$ cat src/rtl/mips_pkg.sv
// mips_pkg: mnemonic codes, opcode/funct encodings and encoder FSM states.
// These encodings are the ones the main/ALU decoder recognises.
package mips_pkg;

    typedef enum logic [3:0] {
        MN_ADD  = 4'd0,
        MN_SUB  = 4'd1,
        MN_AND  = 4'd2,
        MN_OR   = 4'd3,
        MN_SLT  = 4'd4,
        MN_J    = 4'd5,
        MN_JR   = 4'd6,
        MN_JAL  = 4'd7,
        MN_LW   = 4'd8,
        MN_SW   = 4'd9,
        MN_BEQ  = 4'd10,
        MN_BNE  = 4'd11,
        MN_ADDI = 4'd12,
        MN_ANDI = 4'd13,
        MN_ORI  = 4'd14,
        MN_SLTI = 4'd15
    } mnem_t;

    localparam logic [5:0] OP_RTYPE = 6'b000000;
    localparam logic [5:0] OP_J     = 6'b000010;
    localparam logic [5:0] OP_JAL   = 6'b000011;
    localparam logic [5:0] OP_BEQ   = 6'b000100;
    localparam logic [5:0] OP_BNE   = 6'b000101;
    localparam logic [5:0] OP_JR    = 6'b001000;
    localparam logic [5:0] OP_SLTI  = 6'b001010;
    localparam logic [5:0] OP_ANDI  = 6'b001100;
    localparam logic [5:0] OP_ORI   = 6'b001101;
    localparam logic [5:0] OP_LW    = 6'b100011;
    localparam logic [5:0] OP_SW    = 6'b101011;

    localparam logic [5:0] FN_ADD   = 6'b100000;
    localparam logic [5:0] FN_SUB   = 6'b100010;
    localparam logic [5:0] FN_AND   = 6'b100100;
    localparam logic [5:0] FN_OR    = 6'b100101;
    localparam logic [5:0] FN_SLT   = 6'b101010;

    typedef enum logic [1:0] {
        ST_IDLE = 2'd0,
        ST_RUN  = 2'd1,
        ST_FULL = 2'd2
    } state_t;

endpackage

$ cat src/rtl/instr_pack.sv
// instr_pack: combinational packing of a mnemonic plus fields into a 32-bit
// MIPS word. ADDI is flagged illegal because the decoder maps its opcode to JR.
// Optional macro ENC_BRANCH_REL_EN: BEQ/BNE imm is an absolute word address
// turned into a PC-relative offset using the word's write address.
module instr_pack
    import mips_pkg::*;
#(
    parameter int AW = 6
) (
    input  logic [3:0]    mnem,
    input  logic [4:0]    rs,
    input  logic [4:0]    rt,
    input  logic [4:0]    rd,
    input  logic [15:0]   imm,
    input  logic [25:0]   target,
`ifdef ENC_BRANCH_REL_EN
    input  logic [AW-1:0] waddr,
`endif
    output logic [31:0]   word,
    output logic          illegal
);

    logic [15:0] br_off_s;

`ifdef ENC_BRANCH_REL_EN
    // Branch offset is relative to the word after the branch itself.
    assign br_off_s = imm - (16'(waddr) + 16'd1);
`else
    assign br_off_s = imm;
`endif

    // Select opcode/funct layout for the requested mnemonic.
    always_comb begin
        word    = 32'd0;
        illegal = 1'b0;
        case (mnem_t'(mnem))
            MN_ADD:  word = {OP_RTYPE, rs, rt, rd, 5'd0, FN_ADD};
            MN_SUB:  word = {OP_RTYPE, rs, rt, rd, 5'd0, FN_SUB};
            MN_AND:  word = {OP_RTYPE, rs, rt, rd, 5'd0, FN_AND};
            MN_OR:   word = {OP_RTYPE, rs, rt, rd, 5'd0, FN_OR};
            MN_SLT:  word = {OP_RTYPE, rs, rt, rd, 5'd0, FN_SLT};
            MN_J:    word = {OP_J, target};
            MN_JAL:  word = {OP_JAL, target};
            MN_JR:   word = {OP_JR, rs, 5'd0, 16'd0};
            MN_LW:   word = {OP_LW, rs, rt, imm};
            MN_SW:   word = {OP_SW, rs, rt, imm};
            MN_BEQ:  word = {OP_BEQ, rs, rt, br_off_s};
            MN_BNE:  word = {OP_BNE, rs, rt, br_off_s};
            MN_ANDI: word = {OP_ANDI, rs, rt, imm};
            MN_ORI:  word = {OP_ORI, rs, rt, imm};
            MN_SLTI: word = {OP_SLTI, rs, rt, imm};
            MN_ADDI: illegal = 1'b1;
            default: illegal = 1'b1;
        endcase
    end

endmodule

$ cat src/rtl/instr_encoder.sv
// instr_encoder: accepts encode requests over valid/ready, writes packed words
// to consecutive imem addresses through a registered write port.
// Optional macro ENC_BRANCH_REL_EN (see instr_pack) selects relative branches.
module instr_encoder
    import mips_pkg::*;
#(
    parameter int AW = 6
) (
    input  logic          clk,
    input  logic          reset,
    input  logic          start,
    input  logic [AW-1:0] base_addr,
    input  logic          finish,
    input  logic          in_valid,
    output logic          in_ready,
    input  logic [3:0]    mnem,
    input  logic [4:0]    rs,
    input  logic [4:0]    rt,
    input  logic [4:0]    rd,
    input  logic [15:0]   imm,
    input  logic [25:0]   target,
    output logic          imem_we,
    output logic [AW-1:0] imem_waddr,
    output logic [31:0]   imem_wdata,
    output logic [AW:0]   count,
    output logic          full,
    output logic          err,
    output logic          done
);

    state_t        state_r;
    logic [AW-1:0] addr_r;
    logic [AW:0]   count_r;
    logic          we_r;
    logic [AW-1:0] waddr_r;
    logic [31:0]   wdata_r;
    logic          err_r;
    logic          done_r;

    logic [31:0]   word_s;
    logic          illegal_s;
    logic          accept_s;

    instr_pack #(.AW(AW)) u_pack (
        .mnem    (mnem),
        .rs      (rs),
        .rt      (rt),
        .rd      (rd),
        .imm     (imm),
        .target  (target),
`ifdef ENC_BRANCH_REL_EN
        .waddr   (addr_r),
`endif
        .word    (word_s),
        .illegal (illegal_s)
    );

    assign accept_s = in_valid && (state_r == ST_RUN);

    // Control FSM, address/word counter and registered imem write port.
    always_ff @(posedge clk) begin
        if (!reset) begin
            state_r <= ST_IDLE;
            addr_r  <= {AW{1'b0}};
            count_r <= {(AW+1){1'b0}};
            we_r    <= 1'b0;
            waddr_r <= {AW{1'b0}};
            wdata_r <= 32'd0;
            err_r   <= 1'b0;
            done_r  <= 1'b0;
        end else begin
            we_r   <= 1'b0;
            err_r  <= 1'b0;
            done_r <= 1'b0;
            // A handshake completed this cycle is always honoured.
            if (accept_s) begin
                if (illegal_s) begin
                    err_r <= 1'b1;
                end else begin
                    we_r    <= 1'b1;
                    waddr_r <= addr_r;
                    wdata_r <= word_s;
                end
            end
            // start has priority over finish; both override the counters.
            if (start) begin
                state_r <= ST_RUN;
                addr_r  <= base_addr;
                count_r <= {(AW+1){1'b0}};
            end else if (finish) begin
                state_r <= ST_IDLE;
                done_r  <= (state_r != ST_IDLE);
            end else if (accept_s && !illegal_s) begin
                count_r <= count_r + {{AW{1'b0}}, 1'b1};
                if (addr_r == {AW{1'b1}}) begin
                    state_r <= ST_FULL;
                end else begin
                    addr_r <= addr_r + {{(AW-1){1'b0}}, 1'b1};
                end
            end else begin
                state_r <= state_r;
            end
        end
    end

    assign in_ready   = (state_r == ST_RUN);
    assign full       = (state_r == ST_FULL);
    assign imem_we    = we_r;
    assign imem_waddr = waddr_r;
    assign imem_wdata = wdata_r;
    assign count      = count_r;
    assign err        = err_r;
    assign done       = done_r;

endmodule

$ cat config.mk
export PLATFORM = sky130hd
export DESIGN_NAME = instr_encoder
export DESIGN_NICKNAME = d
export VERILOG_FILES = /design/src/rtl/mips_pkg.sv /design/src/rtl/instr_pack.sv /design/src/rtl/instr_encoder.sv
export SDC_FILE = /design/constraint.sdc
export NUM_CORES = 1
export LEC_CHECK = 0
export BUFFER_PORTS_ARGS = -buffer_cell sky130_fd_sc_hd__buf_2
export CAP_MARGIN = 40
export CORE_MARGIN = 2
export CORE_UTILIZATION = 52
export DETAILED_ROUTE_END_ITERATION = 6
export HOLD_SLACK_MARGIN = 0.08
export PLACE_DENSITY_LB_ADDON = 0.05
export SYNTH_ARGS = -nofsm -noshare
export SYNTH_HDL_FRONTEND = slang
export SYNTH_HIERARCHICAL = 1
export SYNTH_SLANG_ARGS = --single-unit
$ cat constraint.sdc
create_clock -name clk -period 4 [get_ports clk]
set_clock_uncertainty 0.1 [all_clocks]
set_input_delay 0.2 -clock clk [delete_from_list [all_inputs] [get_ports clk]]
set_output_delay 0.2 -clock clk [all_outputs]
set_load 0.005 [all_outputs]
Yosys cells after proc, flatten, opt, wreduce, memory -nomap -nowiden --
Index checks and enable logic that the tools add are counted.
Word-level totals: register bits 56, bits of input ports 72, output and inout port bits 50
Cells by class: add/subtract/negate cells 2, eq/ne operators 20, mux-type cells 12, bitwise logic cells 3, reductions and logical operators 17
Operators with widths (count):
- $pmux W32 S15 | 1
- $eq A4 B4 Y1 const B | 8
- $mux W6 | 4
- $eq A4 B3 Y1 const B | 4
- $reduce_and A2 Y1 | 5
- $eq A4 B2 Y1 const B | 2
- $add A7 B1 Y7 const B | 1
- $mux W1 | 7
- $add A6 B1 Y6 const B | 1
- $eq A6 B6 Y1 const B | 1
- $reduce_bool A3 Y1 | 2
- $reduce_or A3 Y1 | 2
- $eq A4 B1 Y1 const B | 1
- $logic_not A4 Y1 | 1
- $ne A2 B2 Y1 const B | 2
- $reduce_bool A2 Y1 | 2
- $not A1 Y1 | 3
- $reduce_and A3 Y1 | 1
- $eq A2 B1 Y1 const B | 1
- $eq A2 B2 Y1 const B | 1
- $logic_and A1 B1 Y1 | 2
- $reduce_or A2 Y1 | 1
- $logic_not A1 Y1 | 1

Depth between registers and ports, before layout --
word-level depth 7, depth in mapped cells 10, depth with buffers taken out 6

By module --
Netlist, hierarchy kept.
By module, submodules not included:
- instr_encoder | instances 1, cells an instance 260, area each 2319.7 um^2
- instr_pack | instances 1, cells an instance 106, area each 689.4 um^2

Worst setup path after synthesis --
Ideal clock, no wire load.
path type input to register, start point input port mnem[1], end point register addr_r[4], setup time 0.133 ns, data arrival time 1.748 ns, data required time 3.767 ns, slack 2.018 ns, stages on the path 9, path buffers 3, cell sequence buf_2 nor2_1 and3_1 buf_4 and4bb_1 buf_6 and3_4 a311oi_1 a311oi_2
On the way: longest elaborated chain between the ends 6
RTL lines:
- from (decl) | line instr_encoder.sv:16 | input logic [3:0] mnem,
- $eq A4 B4 Y1 | line instr_pack.sv:36 | case (mnem_t'(mnem))
- $mux W1 | line instr_pack.sv:36
- via illegal_s | line instr_encoder.sv:41 | logic illegal_s;
- $logic_not A1 Y1 | line instr_encoder.sv:93 | end else if (accept_s && !illegal_s) begin
- $logic_and A1 B1 Y1 | line instr_encoder.sv:93
- $reduce_bool A2 Y1 (no source line)
- $reduce_and A3 Y1 (no source line)
- to (signal assigned) | line instr_encoder.sv:64 | addr_r <= {AW{1'b0}};
- to (signal assigned) | line instr_encoder.sv:88 | addr_r <= base_addr;
- to (signal assigned) | line instr_encoder.sv:98 | addr_r <= addr_r + {{(AW-1){1'b0}}, 1'b1};
- to (decl) | line instr_encoder.sv:32 | logic [AW-1:0] addr_r;
The timed path passes the listed nets, and every way through them passes these cells. A chain may end at the register's enable or synchronous reset.

Final worst setup path --
start point input port mnem[0], end point register count_r[5] (netlist: count[5])
On the way: longest elaborated chain between the ends 5
RTL lines:
- $eq A4 B4 Y1 | line instr_pack.sv:36
- $mux W1 | line instr_pack.sv:36
- via illegal_s | line instr_encoder.sv:41
- $logic_not A1 Y1 | line instr_encoder.sv:93
- $logic_and A1 B1 Y1 | line instr_encoder.sv:93
- $reduce_and A2 Y1 (no source line)
- to (signal assigned) | line instr_encoder.sv:65 | count_r <= {(AW+1){1'b0}};
- to (signal assigned) | line instr_encoder.sv:89 | count_r <= {(AW+1){1'b0}};
- to (signal assigned) | line instr_encoder.sv:94 | count_r <= count_r + {{AW{1'b0}}, 1'b1};
- to (decl) | line instr_encoder.sv:33 | logic [AW:0] count_r;
The timed path passes the listed nets, and every way through them passes these cells.

==> reports/metrics.cfg <==
[detailed_routing]
detail_route.vias_per_cell = 5.294
detail_route.wirelength_mm = 7.577
drt-wirelength-per-cell_um = 13.90
detailedRoute.firstPassIterationCount = 4
detail-route-antenna-nets = 0
drc = 0
dr_total_vias = 2885
first_iter_violations = 110

[floorplan]
core_area_mm2 = 0.005540
floorplan.die.height_um = 80.07
num_rows = 27
initial_standard_cell_utilization_of_the_core = 0.5431
die_width_um = 80.07
num_io_pins = 122
die_area_mm2 = 0.006411

[power]
power_density_mw_per_mm2 = 297.2
power.ir.vdd_worst_mv = 0.2723
static_leakage_power_nw = 1.608

[yosys]
main_combinational_cell_family_by_area_after_synthesis = simple AND/OR/NAND/NOR gates
synth_enable_flop_cells = 0
synthesis.yosys.warnings = 6
synth_seq_area_share = 0.3726
number_of_instances_in_the_synthesized_netlist = 366
post-synth-top-area-fraction = 0.3726
synth.lib_cells_used.distinct = 53
ys_ff_latch = 56
asyncSetResetFlopFracSynth = 0
mux_cell_area_share_after_synthesis = 0.02661
syn-num-nets = 440
ys_top_cells_by_area = sky130_fd_sc_hd__dfxtp_1 37%, sky130_fd_sc_hd__nand2_1 11%, sky130_fd_sc_hd__a21boi_0 10%
area_share_of_and_or_nand_nor_cells_after_synthesis = 0.2495
postSynthAreaPerCell_um2 = 8.222
post_synthesis_compound_gate_area_fraction = 0.2466
yosys.area_share.xor_xnor = 0.02328
commonest_cells_post_synth = 88 x sky130_fd_sc_hd__nand2_1, 56 x sky130_fd_sc_hd__dfxtp_1, 40 x sky130_fd_sc_hd__a21boi_0
postSynth.topFlopCell = sky130_fd_sc_hd__dfxtp_1
most_frequent_cell_after_synthesis = sky130_fd_sc_hd__nand2_1
yosys.area_share.adder = 0.008316
netlist.top_cell.by_area = sky130_fd_sc_hd__dfxtp_1
mappedNetlistArea_mm2 = 0.003009

[critical_path]
critical_path.cell_chain = buf_2 > nor2_1 > and3_1 > nand4bb_4 > nor4_1 > xnor2_1 > nor2_1
critPathRequiredTime_ns = 4.11
criticalPathCategory = in2reg
setup_crit_end_kind = flop
cpMaxStageDelayCell = sky130_fd_sc_hd__nand4bb_4
critical_path_peak_fanout = 49
arrival_ns = 2.56
cp_common_cell = sky130_fd_sc_hd__nor2_1
critical_path.n_buffers_inverters = 1
critPathTopFamily = simple AND/OR/NAND/NOR gates
critPathLaunchType = input pin
crit_path_max_incr_delay_ns = 0.79

[cts]
clkSlewWorstSetupHoldPaths_ns = 0.11
number_of_buffers_inserted_during_clock_tree_synthesis = 5
worstSkewPairLatency_ns = 0.31
cts.htree.levels = 2
postCtsSetupBuffers = 0
clock_sinks = 56
max-clock-path-buffers = 2
cts_tree = done
clock-root-buffer = sky130_fd_sc_hd__clkbuf_8

[sta]
final_max_slew_viol_count = 0
tightest_slew_ns = 0.7321
slew_headroom = 0.5108
hold_viol = 0
setup_tns_ns = 0
grt_setup_unrepaired = no
timing.final.crit_share = 0.6118
clock.fmax_ghz = 0.4086
finalSetupViolCount = 0
finalCriticalPeriod_ns = 2.447

[global_routing]
number_of_global_route_vias_before_repair = 2597
gr-usage-met3 = 0.05169
largest_net_degree_at_the_start_of_global_routing = 50
grtUsageMet1 = 0.2967
grt_antenna_before_repair = 0
grt_util_met2 = 0.3983
globalRouteOverflowTotal = 0
grt_busiest_layer = met2
grt_pass1_wl_mm = 11.74
gr_util_all_layers = 0.2307

[layout]
drive_above_1_share = 0.2939
fillerInstances = 516
design.final.nets = 546
final_core_util = 0.6651
layout_overhead_on_the_synthesized_area_pct = 22.45
final_cells = 545
antenna_cells_inserted = 0

[worst_hold_path]
worst_hold_path_type = in2reg

[run]
count_of_maximum_capacitance_violations = 0

[placed_design]
dpl.hpwl_mm = 5.378
numPortBuffers = 121
placedCellCount = 530
place.gp.congestion = 0.7725

[status]
run_status = completed

## report_power, final
group          internal, W  total, W  switching [W]
clock network     0.000129  0.000326       0.000197
registers         0.000575  0.000590      0.0000148
logic            0.0000860  0.000179      0.0000932
total             0.000790   0.00110       0.000305
## placed cells by master, fill, tap and decap left out, drive strengths merged, types with 3 or more instances in the layout
master / Yosys / final
buf: 24 / 122
a221o: 4 / 4
clkbuf: 6 / 5
and2: 6 / 6
a21oi: 11 / 11
nand2b: 3 / 3
xnor2: 7 / 7
dfxtp: 56 / 56
o21ai: 14 / 14
a22oi: 7 / 7
nand2: 88 / 88
nor2: 25 / 25
dlygate4sd3: 0 / 7
nor2b: 5 / 5
mux2i: 8 / 8
a22o: 10 / 10
and3: 5 / 5
nand3: 6 / 6
a21boi: 40 / 40
nor3: 4 / 4
inv: 6 / 7
## cell type report
cell class | instances | area, um2 | share of cell area
Tap cell | 72 | 90.09 | 0.02445
Sequential cell | 56 | 1121 | 0.3042
Multi-Input combinational cell | 274 | 1672 | 0.4536
Timing Repair Buffer | 129 | 683.2 | 0.1854
Clock buffer | 5 | 68.82 | 0.01868
Inverter | 6 | 22.52 | 0.006112
Clock inverter | 3 | 27.53 | 0.007470
## registers in the layout, indices dropped and copies added (netlist names)
name / count
state_r: 2
imem_waddr: 6
addr_r: 6
imem_wdata: 32
imem_we: 1
err: 1
count: 7
done: 1
## repair_timing
item                       in CTS  in global routing
hold buffers                    7                  0
hold endpoints to repair        6                  0
setup endpoints to repair       0                  0
resized for setup               0                  0
## routing by layer
layer	share of wire	routed length, um
met5	0	0
met4	0.0038	29
met3	0.069	523
met2	0.47	3533
met1	0.46	3490
## through the flow
step                      total power (W)  area [um2]  setup WS, ns  hold WS, ns
after CTS                        0.001102        3685         1.544       0.1136
after detailed placement        0.0007759        3518         1.192       0.3571
after floorplan                 0.0007143        3009         2.018       0.2373
after global routing             0.001142        3685         1.329       0.1098
after global placement          0.0007737        3518         1.245       0.3511
final                            0.001095        3685         1.553       0.1188
## cells by family (layout without fill, tap and decap cells)
| kind of cell | count (synthesis) | in the layout |
|---|---|---|
| AO/OA/AOI/OAI | 99 | 99 |
| XOR/XNOR | 8 | 8 |
| adder cells (fa/ha/maj) | 2 | 2 |
| buffers and inverters | 36 | 143 |
| flip-flops | 56 | 56 |
| multiplexers | 8 | 8 |
| other | 1 | 1 |
| AND/OR/NAND/NOR | 156 | 156 |
## final timing paths
check	start	to	slack, ns	cells past startpoint
max	mnem[0]	count[5]	1.55	7
max reg2reg	state_r[0]	count[5]	1.94	4
min	in_valid	err	0.12	2
min reg2reg	imem_wdata[2]	imem_wdata[2]	0.37	2
(Power assumes the default switching activity.)
